===== src/rtl/seq_divider_if.sv =====
// Handshake and data bundle for the sequential divider.
//   start, dividend, divisor          : requester -> divider
//   busy, done, quotient, remainder,
//   valid                             : divider -> requester
// master = requester side (ALU control), slave = divider side.
interface seq_divider_if #(
  parameter int WIDTH = 4
);
  logic             start;
  logic [WIDTH-1:0] dividend;
  logic [WIDTH-1:0] divisor;
  logic             busy;
  logic             done;
  logic [WIDTH-1:0] quotient;
  logic [WIDTH-1:0] remainder;
  logic             valid;

  modport master (
    output start, dividend, divisor,
    input  busy, done, quotient, remainder, valid
  );

  modport slave (
    input  start, dividend, divisor,
    output busy, done, quotient, remainder, valid
  );
endinterface


===== src/rtl/seq_divider.sv =====
// Iterative restoring unsigned divider, one quotient bit per clock.
//   clk    : rising-edge clock
//   rst_n  : asynchronous active-low reset, aborts any division in flight
//   bus    : seq_divider_if slave modport
//            start/dividend/divisor sampled in IDLE only;
//            busy high for WIDTH cycles per accepted division;
//            done pulses one cycle when quotient/remainder/valid update;
//            valid=0 marks a divide-by-zero result (q=0, r=dividend).
// All outputs come straight from registers.
module seq_divider #(
  parameter int WIDTH = 4
) (
  input  logic         clk,
  input  logic         rst_n,
  seq_divider_if.slave bus
);

  localparam int CNT_W = $clog2(WIDTH);

  typedef enum logic {IDLE, CALC} state_t;

  state_t           state_q, state_d;
  logic [WIDTH-1:0] r_q, r_d;       // partial remainder
  logic [WIDTH-1:0] sh_q, sh_d;     // dividend shifting out / quotient shifting in
  logic [WIDTH-1:0] dvs_q, dvs_d;
  logic [CNT_W-1:0] cnt_q, cnt_d;
  logic [WIDTH-1:0] quot_q, quot_d;
  logic [WIDTH-1:0] rem_q, rem_d;
  logic             valid_q, valid_d;
  logic             done_q, done_d;

  logic [WIDTH:0]   trial;
  logic [WIDTH:0]   diff;
  logic             fits;
  logic [WIDTH-1:0] r_step;
  logic [WIDTH-1:0] q_step;

  // The partial remainder is always below the divisor between steps, so it is
  // stored in WIDTH bits and only the shifted trial value is WIDTH+1 bits.
  // For the same reason the trial is below 2*divisor, so the top bit of the
  // WIDTH+1-bit difference is exactly the borrow: clear means trial >= divisor.
  always_comb begin
    trial  = {r_q, sh_q[WIDTH-1]};
    diff   = trial - {1'b0, dvs_q};
    fits   = ~diff[WIDTH];
    r_step = fits ? diff[WIDTH-1:0] : trial[WIDTH-1:0];
    q_step = {sh_q[WIDTH-2:0], fits};
  end

  always_comb begin
    state_d = state_q;
    r_d     = r_q;
    sh_d    = sh_q;
    dvs_d   = dvs_q;
    cnt_d   = cnt_q;
    quot_d  = quot_q;
    rem_d   = rem_q;
    valid_d = valid_q;
    done_d  = 1'b0;

    unique case (state_q)
      IDLE: begin
        if (bus.start) begin
          if (bus.divisor != '0) begin
            dvs_d   = bus.divisor;
            r_d     = '0;
            sh_d    = bus.dividend;
            cnt_d   = '0;
            state_d = CALC;
          end else begin
            quot_d  = '0;
            rem_d   = bus.dividend;
            valid_d = 1'b0;
            done_d  = 1'b1;
          end
        end
      end
      CALC: begin
        r_d   = r_step;
        sh_d  = q_step;
        cnt_d = cnt_q + 1'b1;
        if (cnt_q == CNT_W'(WIDTH - 1)) begin
          quot_d  = q_step;
          rem_d   = r_step;
          valid_d = 1'b1;
          done_d  = 1'b1;
          state_d = IDLE;
        end
      end
      default: state_d = IDLE;
    endcase
  end

  always_ff @(posedge clk or negedge rst_n) begin
    if (!rst_n) begin
      state_q <= IDLE;
      r_q     <= '0;
      sh_q    <= '0;
      dvs_q   <= '0;
      cnt_q   <= '0;
      quot_q  <= '0;
      rem_q   <= '0;
      valid_q <= 1'b0;
      done_q  <= 1'b0;
    end else begin
      state_q <= state_d;
      r_q     <= r_d;
      sh_q    <= sh_d;
      dvs_q   <= dvs_d;
      cnt_q   <= cnt_d;
      quot_q  <= quot_d;
      rem_q   <= rem_d;
      valid_q <= valid_d;
      done_q  <= done_d;
    end
  end

  assign bus.busy      = (state_q == CALC);
  assign bus.done      = done_q;
  assign bus.quotient  = quot_q;
  assign bus.remainder = rem_q;
  assign bus.valid     = valid_q;

endmodule


===== src/flat_wrapper.sv =====
// flat-port wrapper written by rule: the top's interface ports become plain ports
module seq_divider_flat 
#(
  parameter int WIDTH = 4
)
  (clk, rst_n, bus_start, bus_dividend, bus_divisor, bus_busy, bus_done, bus_quotient, bus_remainder, bus_valid);
  seq_divider_if #(.WIDTH(WIDTH)) bus_i ();
  input  logic clk;
  input  logic rst_n;
  input wire logic [$bits(bus_i.start)-1:0] bus_start;
  input wire logic [$bits(bus_i.dividend)-1:0] bus_dividend;
  input wire logic [$bits(bus_i.divisor)-1:0] bus_divisor;
  output wire logic [$bits(bus_i.busy)-1:0] bus_busy;
  output wire logic [$bits(bus_i.done)-1:0] bus_done;
  output wire logic [$bits(bus_i.quotient)-1:0] bus_quotient;
  output wire logic [$bits(bus_i.remainder)-1:0] bus_remainder;
  output wire logic [$bits(bus_i.valid)-1:0] bus_valid;
  assign bus_i.start = bus_start;
  assign bus_i.dividend = bus_dividend;
  assign bus_i.divisor = bus_divisor;
  assign bus_busy = bus_i.busy;
  assign bus_done = bus_i.done;
  assign bus_quotient = bus_i.quotient;
  assign bus_remainder = bus_i.remainder;
  assign bus_valid = bus_i.valid;
  seq_divider #(.WIDTH(WIDTH)) u_core (.clk(clk), .rst_n(rst_n), .bus(bus_i));
endmodule

===== config.mk =====
export PLATFORM = sky130hd
export DESIGN_NAME = seq_divider_flat
export DESIGN_NICKNAME = d
export VERILOG_FILES = /design/src/rtl/seq_divider_if.sv /design/src/rtl/seq_divider.sv /design/src/flat_wrapper.sv
export SDC_FILE = /design/constraint.sdc
export NUM_CORES = 1
export LEC_CHECK = 0
export CORE_ASPECT_RATIO = 0.8
export CORE_MARGIN = 4
export CORE_UTILIZATION = 56
export DETAILED_ROUTE_END_ITERATION = 7
export PLACE_DENSITY = 0.81
export RECOVER_POWER = 25
export SLEW_MARGIN = 20
export SYNTH_ARGS = -nofsm -noshare
export SYNTH_HDL_FRONTEND = slang
export SYNTH_SLANG_ARGS = --single-unit

===== constraint.sdc =====
create_clock -name clk -period 4.2 [get_ports clk]
set_input_delay 0.84 -clock clk [delete_from_list [all_inputs] [get_ports clk]]
set_output_delay 0.84 -clock clk [all_outputs]
set_load 0.05 [all_outputs]

# Word level (Yosys, flattened, before mapping)
# Index checks and enable logic that the tools add are counted.
[totals]
regBits = 25
in_bits = 11
output_inout_bits = 11
word_cells = 52
[op_classes]
add_sub_neg = 2
eq_ne = 5
n_mux = 30
n_bitwise = 2
n_reduce_logical = 4
[op_table]
columns = ["operator", "n"]
rows = [
  ["4-bit 2-to-1 mux", 11],
  ["4-bit case mux with 2 select lines", 4],
  ["1-bit 2-to-1 mux", 9],
  ["2-bit != test, second input constant", 3],
  ["1-bit case mux with 2 select lines", 3],
  ["3-bit AND reduction", 2],
  ["5-bit by 4-bit subtractor with 5-bit output", 1],
  ["2-bit 2-to-1 mux", 2],
  ["2-bit case mux with 2 select lines", 1],
  ["4-bit nonzero test", 1],
  ["2-bit by 1-bit adder with 2-bit output, second input constant", 1],
  ["2-bit == test, second input constant", 1],
  ["2-bit by 1-bit != test with 1-bit output, second input constant", 1],
  ["1-bit inverter", 2],
  ["2-bit AND reduction", 1],
]

# Longest topological paths before layout
# Gate-level depths: netlist (run 1).
[logic_depth]
ltp_word = 4
mapped_depth = 8
ltp_nobuf = 8

# Worst setup path before layout (run 1)
# Ideal clock, no wire load.
[synth_timing]
path_type = "input to register"
startpoint = "input port bus_divisor[1]"
endpoint = "register u_core.dvs_q[0]"
setup_time_ns = 0.125
arrival_ns = 1.778
required_ns = 4.075
setup_slack_ns = 2.297
cell_stages = 5
n_path_buf = 1
cell_sequence = "nor4_2 -> nand2b_1 -> buf_6 -> nor2_2 -> mux2_4"
[synth_between]
elab_chain_cells = 2
[synth_lines]
columns = ["element", "line_no", "rtl"]
rows = [
  ["start, declared", "flat_wrapper.sv:12", "input wire logic [$bits(bus_i.divisor)-1:0] bus_divisor;"],
  ["4-bit nonzero test", "seq_divider.sv:64", "if (bus.divisor != '0) begin"],
  ["3-bit AND reduction (no line)", "-", ""],
  ["end signal, assigned", "seq_divider.sv:109", "dvs_q <= dvs_d;"],
  ["end, declared", "seq_divider.sv:25", "logic [WIDTH-1:0] dvs_q, dvs_d;"],
]
# Every way passes these cells.
# A chain may end at the register's enable or synchronous reset.

# Final worst setup path (run 1)
[layout_timing]
startpoint = "register u_core.state_q, in the netlist u_core.bus.busy"
endpoint = "output port bus_busy"
[layout_rtl]
columns = ["element", "line_no", "rtl"]
rows = [
  ["start, declared", "seq_divider.sv:22", "state_t state_q, state_d;"],
  ["start signal, assigned", "seq_divider.sv:106", "state_q <= state_d;"],
  ["end, declared", "flat_wrapper.sv:13", "output wire logic [$bits(bus_i.busy)-1:0] bus_busy;"],
]
# No word-level cell between the ends.

==> flow_summary.yaml, run 1 <==
global_route:
  grt_max_degree: 28
  grt_busiest_layer: "met1"
  grt_pass1_wl_um: 4570
  grt.total_usage: 0.199
  grt_pass1_vias: 968
  globalRouteMet2Util: 0.274
  met3_usage: 0.0455
  groute.layer.met1.usage: 0.295
  antenna_found_initial: 0
  grt_overflow_total: 0
sta:
  finClkSkew_ps: 11.8
  slew_headroom: 0.125
  timing.fmax_ghz: 0.331
  worst_pin_slew_ps: 1310
  report.final.slew_viol_count: 0
  tns_ps: 0
  post-route-period-util: 0.719
  rsz0062_at_grt: "no"
  hold_violations: 0
  final-setup-viol-count: 0
  layout_setup_ws_ps: 1180
  layout_min_cycle_time_ps: 3020
synthesis:
  syn-num-nets: 154
  syn_area_um2: 1310
  synth-adder-area-share: 0.0631
  syn_area_per_cell_um2: 9.55
  ys_ff_latch: 25
  muxShareOfSynthArea: 0.0344
  synth_xor_area_frac: 0.0201
  synthSimpleGateAreaFrac: 0.181
  yosysTopAreaCell: "dfrtp_1"
  yosysUniqueCellTypes: 35
  synth_top_area_frac: 0.478
  synth-seq-area-share: 0.478
  synth_compound_area_frac: 0.168
  synth_warnings: 0
  synth.top_cells.by_area: "dfrtp_1 (48%), nand2_1 (5.2%), ha_1 (4.8%), o21ai_0 (4.2%), a21oi_1 (2.7%)"
  synth_top_family_by_area: "simple AND/OR/NAND/NOR gates"
  netlist_instances: 137
route:
  finalWirelength_um: 2680
  vias_per_cell: 5.62
  drc_errors: 0
  drtIter0Drc: 49
  firstDrtPassIters: 4
  ant_nets: 0
  vias: 1018
  wl_per_cell_um: 14.8
setup_path:
  end_kind: "output pin"
  crit_fanout: 27
  setup.worst_path.class: "flop to output pin"
  worstPathBufferInverterCount: 1
  cp.required_ps: 3360
  arrival_ps: 2180
  slowest_stage: "clkdlybuf4s50_1"
  crit_chain: "clkdlybuf4s50_1"
  critPathMaxStageDelay_ps: 940
  start_kind: "flop"
  cp_top_family: "buffers and inverters"
clock_tree:
  clockRootBuffer: "clkbuf_4"
  cts_sinks: 25
  clockBufferDepth: 2
  cts_tree: "done"
  cts_resized: 0
  htreeDepth: 1
  cts.clk_slew.worst_paths_ps: 140
  post_cts_buffers: 0
  insertion_delay_ps: 330
  cts_inserted_buffers: 3
  cts_hold_buffers: 0
place:
  dp_hpwl_um: 2050
  gp_congestion: 0.820
  numPortBuffers: 21
  placed_cells: 177
  pre_cts_slack_ps: 1500
  place_area_um2: 1500
floorplan:
  io_pins: 22
  core_um2: 2200
  die_h_um: 51.2
  die_w_um: 62.1
  placementRows: 15
  die-area_um2: 3180
  start_util: 0.596
finish:
  finalNonFillerCells: 181
  num_antenna_cells: 0
  design_area_um2: 1530
  area_growth_pct: 16.8
  drive_gt1_frac: 0.0577
  nets: 174
pwr:
  ir_drop_mv: 0.589
  powerDensity_nw_per_um2: 907
  p_leak_uw: 0.000678
job:
  maxCapViolCount: 0
status:
  status: "complete, no violations"
min_path:
  hold_path_class: "flop to flop"
[placed cells by master (no fill, tap or decap)]
cell type	count
a211o_1	1
a21o_1	1
a21oi_1	7
a31oi_1	5
and2_1	3
and2_4	1
clkbuf_1	1
clkbuf_4	3
clkdlybuf4s50_1	20
clkinv_2	1
dfrtp_1	25
fa_1	1
ha_1	5
inv_1	7
inv_2	1
mux2_4	1
mux2i_1	3
nand2_1	18
nand2b_1	3
nand3_1	6
nand3b_1	3
nor2_1	9
nor2_2	1
nor2b_1	2
nor3_1	1
nor4_2	1
o211ai_1	4
o21a_1	1
o21ai_0	11
o21ai_1	4
o21bai_1	2
o32a_1	1
xnor2_1	2
xor2_1	1
[cell families (layout without fill, tap and decap cells)]
kind of cell	count (synthesis)	in the layout
mux	4	4
fa+ha+maj	6	6
xor+xnor	3	3
compound gates	37	37
buf+inv	14	33
simple gates	48	48
flops	25	25
[cell usage after synthesis]
cell	instances
o21ai_1	4
a211o_1	1
nor2b_1	2
mux2i_1	3
nor2_1	9
buf_1	1
mux2_4	1
buf_2	1
nor2_2	1
o21bai_1	2
dfrtp_1	25
o21ai_0	11
o211ai_1	4
buf_4	1
xnor2_1	2
a21oi_1	7
nand2_1	18
and2_1	3
nand3_1	6
a31oi_1	5
o32a_1	1
a21o_1	1
nand3b_1	3
o21a_1	1
nor3_1	1
buf_6	2
ha_1	5
nand2b_1	3
clkbuf_1	1
nor4_2	1
xor2_1	1
inv_2	1
and2_4	1
fa_1	1
inv_1	7
[power by group]
group / leakage [uW] / total, uW / switching (uW) / internal (uW)
registers: 0.000305 / 467 / 111 / 356
clock network: 0.0000177 / 109 / 73.6 / 35.8
logic: 0.000356 / 811 / 492 / 319
[cell type report]
cell class | count | area, um2
clock buffer | 3 | 22.5
multi-input combinational | 98 | 611
sequential | 25 | 626
tap | 25 | 31.3
fill | 188 | 667
inverter | 8 | 30.0
timing repair buffer | 21 | 204
clock inverter | 1 | 5.00
[stage by stage]
step | hold slack, ps | total power, uW | util
after detailed placement | 479 | 1280 | 0.684
final | 503 | 1390 | 0.696
after global routing | 531 | 1510 | 0.696
after floorplan | 454 | 1070 | -
after global placement | 469 | 1260 | 0.687
after CTS | 491 | 1390 | 0.697
[per-layer routing]
layer / vias to the layer above / part of all wire
met2: 32 / 0.44
met5: - / 0
met3: 7 / 0.054
li1: 509 / -
met1: 470 / 0.49
met4: 0 / 0.018
[final timing paths]
path / from / to / slack [ps] / depth (start not counted)
worst min-delay path: u_core.bus.quotient[1]$_DFFE_PN0P_ / u_core.bus.quotient[1]$_DFFE_PN0P_ / 500 / 2
max in group asynchronous: rst_n / u_core.bus.remainder[1]$_DFFE_PN0P_ / 2660 / 1
worst max-delay path: u_core.bus.busy$_DFF_PN0_ / bus_busy / 1180 / 1
worst min register to register: u_core.bus.quotient[1]$_DFFE_PN0P_ / u_core.bus.quotient[1]$_DFFE_PN0P_ / 500 / 2
worst max register to register: u_core.bus.busy$_DFF_PN0_ / u_core.bus.remainder[2]$_DFFE_PN0P_ / 1850 / 5
min in group asynchronous: rst_n / u_core.dvs_q[1]$_DFFE_PN0P_ / 770 / 1
[sequential cells by signal, summed over array words and instances (netlist names)]
register and flops:
u_core.bus.quotient 4, u_core.bus.busy 1, u_core.dvs_q 4, u_core.bus.done 1, u_core.bus.valid 1, u_core.r_q 4
u_core.sh_q 4, u_core.cnt_q 2, u_core.bus.remainder 4
Power figures use the tool's default switching activity.
==> run 2, diff against run 1 <==
--- a/config.mk
+++ b/config.mk
@@ -7,9 +7,9 @@
 export LEC_CHECK = 0
 export CORE_ASPECT_RATIO = 0.8
 export CORE_MARGIN = 4
-export CORE_UTILIZATION = 56
+export CORE_UTILIZATION = 52
 export DETAILED_ROUTE_END_ITERATION = 7
-export PLACE_DENSITY = 0.81
+export PLACE_DENSITY = 0.75
 export RECOVER_POWER = 25
 export SLEW_MARGIN = 20
 export SYNTH_ARGS = -nofsm -noshare
==> constraint.sdc (replaced) <==
create_clock -name clk -period 2.98 [get_ports clk]
set_input_delay 0.596 -clock clk [delete_from_list [all_inputs] [get_ports clk]]
set_output_delay 0.596 -clock clk [all_outputs]
set_load 0.05 [all_outputs]
==> flow_summary.yaml, run 2 (same netlist as run 1, synthesis figures left out) <==
floorplan:
  core_um2: 2270
  start_util: 0.576
  die_h_um: 52.9
  die_w_um: 64.1
  io_pins: 22
  placementRows: 15
  die-area_um2: 3390
global_route:
  grt.total_usage: 0.189
  grt_overflow_total: 0
  grt_pass1_wl_um: 4900
  antenna_found_initial: 0
  grt_pass1_vias: 1076
  grt_max_degree: 27
finish:
  drive_gt1_frac: 0.0633
  final_common_cell: "dfrtp_1"
  seqCellArea_um2: 626
  num_antenna_cells: 0
  design_area_um2: 1560
  final_cell_mix: "dfrtp_1 (25), clkdlybuf4s50_1 (20), nand2_1 (18)"
  fillers: 181
  nets: 176
  area_growth_pct: 19.0
  multi_input_area_um2: 611
clock_tree:
  clockBufferDepth: 2
  cts.clk_slew.worst_paths_ps: 130
  insertion_delay_ps: 320
  cts_resized: 0
  post_cts_buffers: 0
  htreeDepth: 1
  cts_tree: "done"
  clockRootBuffer: "clkbuf_4"
  cts_sinks: 25
  cts_inserted_buffers: 3
  cts_hold_buffers: 0
setup_path:
  cp.required_ps: 3220
  setup.worst_path.class: "flop to flop"
  end_kind: "flop"
  crit_fanout: 4
  arrival_ps: 2400
  start_kind: "flop"
  rr_worst_depth: 8
route:
  vias: 1044
  finalWirelength_um: 2740
  drtIter0Drc: 69
  drc_errors: 0
  wl_per_cell_um: 14.3
  firstDrtPassIters: 4
  ant_nets: 0
  vias_per_cell: 5.44
place:
  numPortBuffers: 21
  dp_hpwl_um: 2130
  place_area_um2: 1530
  gp_congestion: 0.791
pwr:
  finalPower_uw: 1970
  p_leak_uw: 0.000687
  ir_drop_mv: 0.750
  powerDensity_nw_per_um2: 1260
sta:
  report.final.slew_viol_count: 0
  finClkSkew_ps: 1.13
  timing.fmax_ghz: 0.462
  layout_min_cycle_time_ps: 2170
  hold_violations: 0
  tns_ps: 0
  slew_headroom: 0.110
  worst_pin_slew_ps: 1340
  rsz0062_at_grt: "no"
  final-setup-viol-count: 0
  post-route-period-util: 0.727
min_path:
  hold_path_class: "flop to flop"
  holdPathStages: 1
job:
  maxCapViolCount: 0
status:
  status: "complete, no violations"
## run 2: stage by stage
step,cells,hold slack [ps],setup WS [ps],utilization
floorplan,137,300,1130,-
detailed placement,188,479,498,0.675
global route,192,528,632,0.686
CTS,192,511,847,0.688
global placement,188,470,570,0.675
finish,192,509,814,0.686
## run 2: routing by layer
layer / vias up / track usage / routed length [um]
met5: - / 0 / 0
met4: 0 / 0.0491 / 28
met3: 4 / 0.0488 / 145
met2: 28 / 0.309 / 1220
met1: 498 / 0.253 / 1340
li1: 514 / - / -
## run 2: final timing paths
check | start | endpoint | slack [ps]
max in group asynchronous | rst_n | u_core.bus.remainder[1]$_DFFE_PN0P_ | 1130
worst max-delay path | u_core.sh_q[3]$_DFFE_PN0P_ | u_core.bus.quotient[0]$_DFFE_PN0P_ | 810
worst min-delay path | u_core.cnt_q[0]$_DFFE_PN0P_ | u_core.cnt_q[0]$_DFFE_PN0P_ | 510
worst max register to register | u_core.sh_q[3]$_DFFE_PN0P_ | u_core.bus.quotient[0]$_DFFE_PN0P_ | 810
min in group asynchronous | rst_n | u_core.r_q[0]$_DFFE_PN0P_ | 1070
worst min register to register | u_core.cnt_q[0]$_DFFE_PN0P_ | u_core.cnt_q[0]$_DFFE_PN0P_ | 510
## run 2: area by class of cell
cell class	instances	share of cell area
Clock buffer	3	0.0145
Clock inverter	1	0.00321
Inverter	8	0.0193
Multi-Input combinational cell	98	0.392
Sequential cell	25	0.402
Tap cell	34	0.0273
Timing Repair Buffer	23	0.142
## run 2: critical path: stages (launching register included)
cell,delay (ps)
dfrtp_1,410
inv_1,80
ha_1,210
fa_1,410
nand2b_1,190
a21o_1,220
xnor2_1,230
nand2_1,120
o21ai_0,210
## run 2: power breakdown
group	internal (uW)	leakage [uW]	switching [uW]	total [uW]
Combinational	461	0.000365	742	1200
Clock	50.4	0.0000177	102	153
Sequential	502	0.000305	112	615
Total	1010	0.000687	957	1970
==> variant (config.mk and constraints of run 2) <==
`WIDTH` is set to 4 in 3 places; all go to 8.
--- a/src/rtl/seq_divider_if.sv
+++ b/src/rtl/seq_divider_if.sv
@@ -5,5 +5,5 @@
 // master = requester side (ALU control), slave = divider side.
 interface seq_divider_if #(
-  parameter int WIDTH = 4
+  parameter int WIDTH = 8
 );
   logic             start;
--- a/src/rtl/seq_divider.sv
+++ b/src/rtl/seq_divider.sv
@@ -9,5 +9,5 @@
 // All outputs come straight from registers.
 module seq_divider #(
-  parameter int WIDTH = 4
+  parameter int WIDTH = 8
 ) (
   input  logic         clk,
--- a/src/flat_wrapper.sv
+++ b/src/flat_wrapper.sv
@@ -2,5 +2,5 @@
 module seq_divider_flat 
 #(
-  parameter int WIDTH = 4
+  parameter int WIDTH = 8
 )
   (clk, rst_n, bus_start, bus_dividend, bus_divisor, bus_busy, bus_done, bus_quotient, bus_remainder, bus_valid);
Ports: changed (resized bus_dividend, bus_divisor, bus_quotient and bus_remainder); port bits go from 22 to 38. No check against the original RTL was run, so the function may have changed too.
==> variant against run 2 <==
Critical path depth grew 1; clock skew up 0.010 ns; cell area is 100% higher; setup slack lost 0.52 ns; fmax fell by 19%; synthesized area grew 100%; routed wire length rose by 130%; sequential cell count up 21; worst hold slack worse by 0.019 ns; count of clock-buffer cells in the layout grew 3; non-clock buffer count grew 19.
Power is not shown: default switching activity piles up to over one toggle a cycle in this logic, so the estimate is an artifact.
==> variant: results (changes against run 2) <==
stage,metric,value,unit,change
finish,Final nets,348,,+98%
placement,pre-CTS setup slack,0.370,ns,-0.127 ns
worst_setup_path,reg-to-reg endpoint,u_core.r_q[2],,
worst_setup_path,crit path launch,u_core.sh_q[7],,
grt,largest net degree at the start of global routing,34,,+26%
yosys,count of cell types in the netlist,55,,+57%
worst_setup_path,R2R Setup Slk,0.30,ns,-0.52 ns
yosys,Post-Synth Adder-Cell Area,5.50,%,-0.81 points
placement,Port Buf Inserts,37,,+76%
worst_hold_path,Cells on Worst Hold Path,2,,+1
route,drt via density,5.83,,+7.2%
clock_tree,Clock H-tree levels,2,,+1
route,WL final,6350,um,+130%
clock_tree,Root Driver,clkbuf_8,,
worst_setup_path,worst r2r path cells,9,,+1
yosys,post-synthesis xor/xnor area fraction,1.33,%,-0.68 points
yosys,multiplexer area fraction after synthesis,3.89,%,+0.45 points
finish,filler instances,390,,+120%
grt,gr usage total,21.7,%,+2.8 points
worst_setup_path,"Max FO, Critical Path",12,,+8
placement,Area after DPL,3040,um^2,+98%
clock_tree,CTS buffer count,5,,+2
timing,Max-slew headroom,10.2,%,-0.74 points
grt,vias in the first global route,2121,,+97%
status,outcome,finished clean,,
worst_hold_path,HP Start,u_core.bus.quotient[7],,
placement,gp weighted congestion,0.832,,+5.1%
yosys,Synth area leaders,"dfrtp_1 (44%), o21ai_0 (7.6%), nand2_1 (6.8%)",,
placement,HPWL Detailed,4750,um,+120%
finish,"non-filler cells, final",379,,+97%
## variant: cell types whose count changed after synthesis, sizes merged, moves of 6 or more
cell and change:
clkbuf +8, nand2 +30, inv +7, dfrtp +21, o21ai +28, nand4 +6
## variant: worst max-delay path by stage
stage / to / slack, ns / depth (start not counted)
final: u_core.r_q[2] / 0.30 / 9
after global routing: u_core.r_q[1] / 0.15 / 9
after detailed placement: u_core.r_q[2] / 0.37 / 9
after CTS: u_core.r_q[2] / 0.33 / 9
after global placement: u_core.sh_q[0] / 0.44 / 6
after floorplan: u_core.r_q[5] / 0.70 / 10
## variant: layout make-up
| type | instances | area (um^2) | area share, % |
|---|---|---|---|
| clock inverter | 2 | 13.8 | 0.441 |
| tap | 60 | 75.1 | 2.41 |
| clock buffer | 6 | 72.6 | 2.33 |
| timing repair buffer | 42 | 398 | 12.8 |
| inverter | 16 | 60.1 | 1.92 |
| multi-input combinational | 207 | 1350 | 43.3 |
| sequential | 46 | 1150 | 36.9 |
## variant: worst max-delay path, stage by stage, from the launching register on
cell and delay [ns]:
dfrtp_1 0.42, inv_1 0.07, ha_1 0.17, inv_1 0.06, fa_1 0.43, a211oi_4 0.40, o211ai_4 0.18, a211o_2 0.42
a21oi_1 0.29, o31ai_1 0.12
## variant: metal layers
| metal | up-vias | wire (um) | track usage [%] |
|---|---|---|---|
| li1 | 1088 | - | - |
| met1 | 1043 | 3070 | 33.9 |
| met2 | 66 | 2690 | 29.5 |
| met3 | 13 | 454 | 4.37 |
| met4 | 0 | 133 | 7.67 |
| met5 | - | 0 | 0 |
